==> src/rtl/mac_normalize_pkg.sv <==
// Shared MAC subsystem constants, used by the align, accumulate and normalize stages.
package mac_pkg;

    localparam int SUM_W   = 18;
    localparam int EXP_W   = 6;
    localparam int MANT_W  = 4;
    localparam int REF_BIT = 13;
    localparam int QF_W    = 5;

    // Width of a bit index into the accumulated sum.
    localparam int POS_W   = $clog2(SUM_W);

    // Signed exponent width; two extra bits cover both underflow and overflow headroom.
    localparam int ES_W    = EXP_W + 2;

endpackage

==> src/rtl/mac_normalize_if.sv <==
// Data bus of the normalize stage: aligned sum in, sign/exponent/mantissa out.
interface mac_normalize_if;
    import mac_pkg::*;

    logic               i_valid;
    logic [SUM_W-1:0]   i_sum;
    logic [EXP_W-1:0]   i_max_exp;
    logic [QF_W-1:0]    i_Q_frac;

    logic               o_valid;
    logic               o_sign;
    logic [EXP_W-1:0]   o_exp;
    logic [MANT_W-1:0]  o_mant;
    logic               o_zero;
    logic [QF_W-1:0]    o_Q_frac;

    modport master (
        output i_valid, i_sum, i_max_exp, i_Q_frac,
        input  o_valid, o_sign, o_exp, o_mant, o_zero, o_Q_frac
    );

    modport slave (
        input  i_valid, i_sum, i_max_exp, i_Q_frac,
        output o_valid, o_sign, o_exp, o_mant, o_zero, o_Q_frac
    );

endinterface

==> src/rtl/mac_lead_one_det.sv <==
// Combinational leading-one detector over the SUM_W-bit magnitude.
module mac_lead_one_det
    import mac_pkg::*;
(
    input  logic [SUM_W-1:0] mag,
    output logic [POS_W-1:0] pos,
    output logic             found
);

    // Scan upward so the highest set bit is the last to win.
    always_comb begin
        pos   = '0;
        found = 1'b0;
        for (int i = 0; i < SUM_W; i++) begin
            if (mag[i]) begin
                pos   = POS_W'(i);
                found = 1'b1;
            end
        end
    end

endmodule

==> src/rtl/mac_normalize.sv <==
// Final MAC stage: two's-complement aligned sum plus shared exponent back to
// normalized sign/exponent/mantissa. Two register stages, no backpressure.
// Build option: define MAC_NORM_ROUND_EN for round-to-nearest-even,
// otherwise the mantissa is truncated and no rounding adder exists.
module mac_normalize
    import mac_pkg::*;
(
    input  logic            i_clk,
    input  logic            i_rst,
    mac_normalize_if.slave  bus
);

    logic [SUM_W-1:0]         in_mag;

    logic                     s1_valid;
    logic                     s1_sign;
    logic [SUM_W-1:0]         s1_mag;
    logic [EXP_W-1:0]         s1_max_exp;
    logic [QF_W-1:0]          s1_q_frac;

    logic [POS_W-1:0]         lead_pos;
    logic                     lead_found;
    logic [POS_W-1:0]         shift_amt;
    logic [MANT_W-1:0]        mant_t;
    logic [MANT_W-1:0]        mant_r;
    logic signed [ES_W-1:0]   e_raw;
    logic signed [ES_W-1:0]   e_fin;
    logic                     underflow;
    logic                     overflow;

    logic                     res_sign;
    logic [EXP_W-1:0]         res_exp;
    logic [MANT_W-1:0]        res_mant;
    logic                     res_zero;

    logic                     out_valid;
    logic                     out_sign;
    logic [EXP_W-1:0]         out_exp;
    logic [MANT_W-1:0]        out_mant;
    logic                     out_zero;
    logic [QF_W-1:0]          out_q_frac;

    // Magnitude of the incoming sum; the most negative value maps to 2^(SUM_W-1) without overflow.
    always_comb begin
        in_mag = bus.i_sum[SUM_W-1] ? (~bus.i_sum + SUM_W'(1)) : bus.i_sum;
    end

    // Stage 1: split into sign and magnitude and carry exponent/tags alongside.
    always_ff @(posedge i_clk or posedge i_rst) begin
        if (i_rst) begin
            s1_valid   <= 1'b0;
            s1_sign    <= 1'b0;
            s1_mag     <= '0;
            s1_max_exp <= '0;
            s1_q_frac  <= '0;
        end else begin
            s1_valid   <= bus.i_valid;
            s1_sign    <= bus.i_sum[SUM_W-1];
            s1_mag     <= in_mag;
            s1_max_exp <= bus.i_max_exp;
            s1_q_frac  <= bus.i_Q_frac;
        end
    end

    mac_lead_one_det u_lod (
        .mag   (s1_mag),
        .pos   (lead_pos),
        .found (lead_found)
    );

`ifdef MAC_NORM_ROUND_EN
    logic [SUM_W-1:0]  norm;
    logic              guard;
    logic              sticky;
    logic              round_up;
    logic [MANT_W:0]   mant_sum;
    logic              carry;

    // Normalize, then round to nearest even; a carry-out renormalizes to 1.000 and bumps the exponent.
    always_comb begin
        shift_amt = POS_W'(SUM_W - 1) - lead_pos;
        norm      = s1_mag << shift_amt;
        mant_t    = norm[SUM_W-1 -: MANT_W];
        guard     = norm[SUM_W-1-MANT_W];
        sticky    = |norm[SUM_W-2-MANT_W:0];
        round_up  = guard & (sticky | mant_t[0]);
        mant_sum  = {1'b0, mant_t} + (MANT_W+1)'(round_up);
        carry     = mant_sum[MANT_W];
        mant_r    = carry ? {1'b1, {(MANT_W-1){1'b0}}} : mant_sum[MANT_W-1:0];
        e_raw     = ES_W'(s1_max_exp) + ES_W'(lead_pos) - ES_W'(REF_BIT);
        e_fin     = e_raw + ES_W'(carry);
    end
`else
    // Normalize and keep only the top MANT_W bits; everything below is dropped.
    always_comb begin
        shift_amt = POS_W'(SUM_W - 1) - lead_pos;
        mant_t    = MANT_W'(SUM_W'(s1_mag << shift_amt) >> (SUM_W - MANT_W));
        mant_r    = mant_t;
        e_raw     = ES_W'(s1_max_exp) + ES_W'(lead_pos) - ES_W'(REF_BIT);
        e_fin     = e_raw;
    end
`endif

    // Exception muxing on the final exponent: true zero, underflow flush, saturation on overflow.
    always_comb begin
        underflow = e_fin[ES_W-1];
        overflow  = !e_fin[ES_W-1] && (e_fin[ES_W-2:EXP_W] != '0);
        res_sign  = s1_sign;
        res_exp   = e_fin[EXP_W-1:0];
        res_mant  = mant_r;
        res_zero  = 1'b0;
        if (!lead_found) begin
            res_sign = 1'b0;
            res_exp  = '0;
            res_mant = '0;
            res_zero = 1'b1;
        end else if (underflow) begin
            res_exp  = '0;
            res_mant = '0;
            res_zero = 1'b1;
        end else if (overflow) begin
            res_exp  = '1;
            res_mant = '1;
        end
    end

    // Stage 2: register the normalized result and tags into the outputs.
    always_ff @(posedge i_clk or posedge i_rst) begin
        if (i_rst) begin
            out_valid  <= 1'b0;
            out_sign   <= 1'b0;
            out_exp    <= '0;
            out_mant   <= '0;
            out_zero   <= 1'b0;
            out_q_frac <= '0;
        end else begin
            out_valid  <= s1_valid;
            out_sign   <= res_sign;
            out_exp    <= res_exp;
            out_mant   <= res_mant;
            out_zero   <= res_zero;
            out_q_frac <= s1_q_frac;
        end
    end

    assign bus.o_valid  = out_valid;
    assign bus.o_sign   = out_sign;
    assign bus.o_exp    = out_exp;
    assign bus.o_mant   = out_mant;
    assign bus.o_zero   = out_zero;
    assign bus.o_Q_frac = out_q_frac;

endmodule

==> src/flat_wrapper.sv <==
// flat-port wrapper written by rule: the top's interface ports become plain ports
module mac_normalize_flat import mac_pkg::*;
  (i_clk, i_rst, bus_i_valid, bus_i_sum, bus_i_max_exp, bus_i_Q_frac, bus_o_valid, bus_o_sign, bus_o_exp, bus_o_mant, bus_o_zero, bus_o_Q_frac);
  mac_normalize_if bus_i ();
  input  logic i_clk;
  input  logic i_rst;
  input wire logic [$bits(bus_i.i_valid)-1:0] bus_i_valid;
  input wire logic [$bits(bus_i.i_sum)-1:0] bus_i_sum;
  input wire logic [$bits(bus_i.i_max_exp)-1:0] bus_i_max_exp;
  input wire logic [$bits(bus_i.i_Q_frac)-1:0] bus_i_Q_frac;
  output wire logic [$bits(bus_i.o_valid)-1:0] bus_o_valid;
  output wire logic [$bits(bus_i.o_sign)-1:0] bus_o_sign;
  output wire logic [$bits(bus_i.o_exp)-1:0] bus_o_exp;
  output wire logic [$bits(bus_i.o_mant)-1:0] bus_o_mant;
  output wire logic [$bits(bus_i.o_zero)-1:0] bus_o_zero;
  output wire logic [$bits(bus_i.o_Q_frac)-1:0] bus_o_Q_frac;
  assign bus_i.i_valid = bus_i_valid;
  assign bus_i.i_sum = bus_i_sum;
  assign bus_i.i_max_exp = bus_i_max_exp;
  assign bus_i.i_Q_frac = bus_i_Q_frac;
  assign bus_o_valid = bus_i.o_valid;
  assign bus_o_sign = bus_i.o_sign;
  assign bus_o_exp = bus_i.o_exp;
  assign bus_o_mant = bus_i.o_mant;
  assign bus_o_zero = bus_i.o_zero;
  assign bus_o_Q_frac = bus_i.o_Q_frac;
  mac_normalize u_core (.i_clk(i_clk), .i_rst(i_rst), .bus(bus_i));
endmodule
==> config.mk <==
export PLATFORM = sky130hd
export DESIGN_NAME = mac_normalize_flat
export DESIGN_NICKNAME = d
export VERILOG_FILES = /design/src/rtl/mac_normalize_pkg.sv /design/src/rtl/mac_normalize_if.sv /design/src/rtl/mac_lead_one_det.sv /design/src/rtl/mac_normalize.sv /design/src/flat_wrapper.sv
export SDC_FILE = /design/constraint.sdc
export NUM_CORES = 1
export LEC_CHECK = 0
export CORE_ASPECT_RATIO = 2
export CORE_MARGIN = 2
export CORE_UTILIZATION = 53
export CTS_CLUSTER_DIAMETER = 150
export DETAILED_ROUTE_END_ITERATION = 8
export PLACE_DENSITY = 0.84
export SLEW_MARGIN = 40
export SYNTH_ARGS = -nofsm -noshare
export SYNTH_HDL_FRONTEND = slang
export SYNTH_SLANG_ARGS = --single-unit
==> constraint.sdc <==
create_clock -name i_clk -period 4.3 [get_ports i_clk]
set_clock_uncertainty 0.15 [all_clocks]
set_input_delay 1.29 -clock i_clk [delete_from_list [all_inputs] [get_ports i_clk]]
set_output_delay 1.29 -clock i_clk [all_outputs]
set_load 0.01 [all_outputs]
==> out/qor.yml <==
worstSkewPairLatency_ns: 0.31
p_per_area_nw_per_um2: 418
grt_pass1_wl_um: 11800
clk_pin_slew_ns: 0.08
synth_fp_nets: 341
route.detailed.drc: 0
tritoncts: "done"
min_path_type: "reg2reg"
hold_viol: 0
via_count: 2555
synth.distinct_cells: 62
rows: 38
synth-seq-cells: 49
io_pins: 50
worstSetupPathType: "reg2reg"
postRouteAntennaNets: 0
holdCritStartpoint: "u_core.s1_q_frac[4]"
die_y_um: 109
core_area_um2: 5370
worst_r2r_startpoint: "u_core.s1_mag[11]"
synthTopCellsByCount: "dfrtp_1 (49), o21ai_0 (22), nand2_1 (21), a21oi_1 (18), xnor2_1 (16)"
max_slew.worst_pin.slew_ns: 0.590
routed_via_density: 6.20
antenna_found_initial: 0
cts_resized: 0
status: "finished, final reports clean"
place_hpwl_um: 5430
tns_ns: 0
path_max_fanout: 8
grt_pass1_vias: 2614
portBuffers: 49
ys_seq_area_share_pct: 42.2
wire_per_inst_um: 16.8
wl_um: 6920
antenna_cells: 0
yosys.area.top_type: "dfrtp_1"
synth_area_leaders: "dfrtp_1 (42%), xnor2_1 (4.8%), o21ai_0 (3.8%)"
areaGrowthSynthToFinish_pct: 22.8
grt_max_degree: 50
drv_slew: 0
fin_crit_sh_pct: 91.1
cts.sinks: 49
start_util_pct: 54.1
die_x_um: 56.4
ctsHoldBuffers: 0
max_freq_ghz: 0.255
netlist.area_leader.share_pct: 42.2
clk_path_buf_depth: 2
rsz0062_at_grt: "false"
avgSynthCellArea_um2: 9.70
yosys_warnings: 0
fp.dieArea_um2: 6130
synthesis.instances: 300
cp-start-kind: "flip-flop"
place_congestion: 1.02
synthArstFlopShare_pct: 100
grt_overflow: 0
max_cap_viol_count: 0
crit_path_start: "u_core.s1_mag[11]"
final.fill_count: 430
p_leak_nw: 1.46
cp.arrival_ns: 3.98
ctsRootBufferMaster: "clkbuf_8"
cts-htree-levels: 2
endpoint_kind: "flip-flop"
post_cts_buffers: 0
synth_edf_count: 0
drive_gt1_share_pct: 9.66
numCtsBuffers: 5
setup_viol: 0
peakVddDrop_v: 0.000319
synth_most_common_cell: "dfrtp_1"
syn_area_um2: 2910
drtIter0Drc: 88
dr.pass1.iters: 5
ys.flop_type: "dfrtp_1"
fin_crit_ns: 3.92
globalRouteTotalUtil_pct: 25.2
fin_nets: 392
slew_headroom_pct: 60.7
crit_required_ns: 4.36
whs_ns: 0.206
## area by class of cell
cell class	instances	area [um2]	area share, %
Clock buffer	7	96.3	2.70
Clock inverter	1	5.00	0.140
Inverter	17	66.3	1.86
Multi-Input combinational cell	224	1580	44.1
Sequential cell	49	1230	34.3
Tap cell	60	75.1	2.10
Timing Repair Buffer	54	528	14.8
## power breakdown
part / switching (mW) / internal, mW
registers: 0.0431 / 0.534
clock network: 0.150 / 0.145
logic: 0.320 / 0.300
total: 0.513 / 0.980
## worst paths after layout
kind | cells after the start | to | slack (ns)
worst max-delay path | 13 | u_core.bus.o_mant[3] | 0.38
worst min-delay path | 0 | u_core.bus.o_Q_frac[4] | 0.21
worst max register to register | 13 | u_core.bus.o_mant[3] | 0.38
worst min register to register | 0 | u_core.bus.o_Q_frac[4] | 0.21
max in group asynchronous | 2 | u_core.s1_mag[8] | 2.38
min in group asynchronous | 2 | u_core.s1_max_exp[1] | 1.24
## flip-flops by register name (all words and copies together), names as in the netlist, 4 cells and up
register / flops
u_core.s1_max_exp: 6
u_core.s1_q_frac: 5
u_core.s1_mag: 18
u_core.bus.o_Q_frac: 5
u_core.bus.o_exp: 6
u_core.bus.o_mant: 4
## layer usage
metal | up-vias | track usage, % | part of all wire, %
li1 | 1214 | - | -
met1 | 1205 | 23.1 | 32
met2 | 104 | 48.2 | 59
met3 | 32 | 4.63 | 3.7
met4 | 0 | 17.7 | 5.4
met5 | - | 0 | 0
## metrics by stage
stage / area [um2] / power (mW) / setup WS [ns] / std cells / utilization [%]
global placement: 3450 / 1.17 / 0.542 / 404 / 64.3
floorplan: 2910 / 0.957 / 0.728 / 300 / -
CTS: 3560 / 1.48 / 0.390 / 412 / 66.2
global route: 3570 / 1.58 / 0.0428 / 412 / 66.5
finish: 3570 / 1.49 / 0.381 / 412 / 66.5
detailed placement: 3450 / 1.19 / 0.433 / 404 / 64.3
## cells in the final DEF, fill, tap and decap left out, drive strengths merged, types with 8 or more instances in the layout
cell            n
nor3            8
inv            17
o21ai          25
ha              8
a21oi          20
nand3          12
xnor2          17
dfrtp          49
nor2           15
clkdlybuf4s50  49
nand2          21
## cell families after synthesis
logic type,synth area share (%)
and+or+nand+nor,19.1
AOI/OAI and AO/OA,21.7
adders and majority gates,4.13
xor gates and xnor gates,7.53
buffers and inverters,4.26
DFF,42.2
muxes,1.12
## critical path, stage by stage, from the launching register on
cell      delay (ns)
dfrtp_1         0.46
nor2_1          0.21
o311a_1         0.27
a21o_1          0.27
nand2_1         0.14
ha_1            0.25
fa_1            0.41
and3_1          0.17
or3_1           0.35
and2_1          0.21
nor3_4          0.26
mux2i_2         0.31
nor3_1          0.10
a311oi_1        0.26
Note: power is estimated with default switching activity, not from simulation.
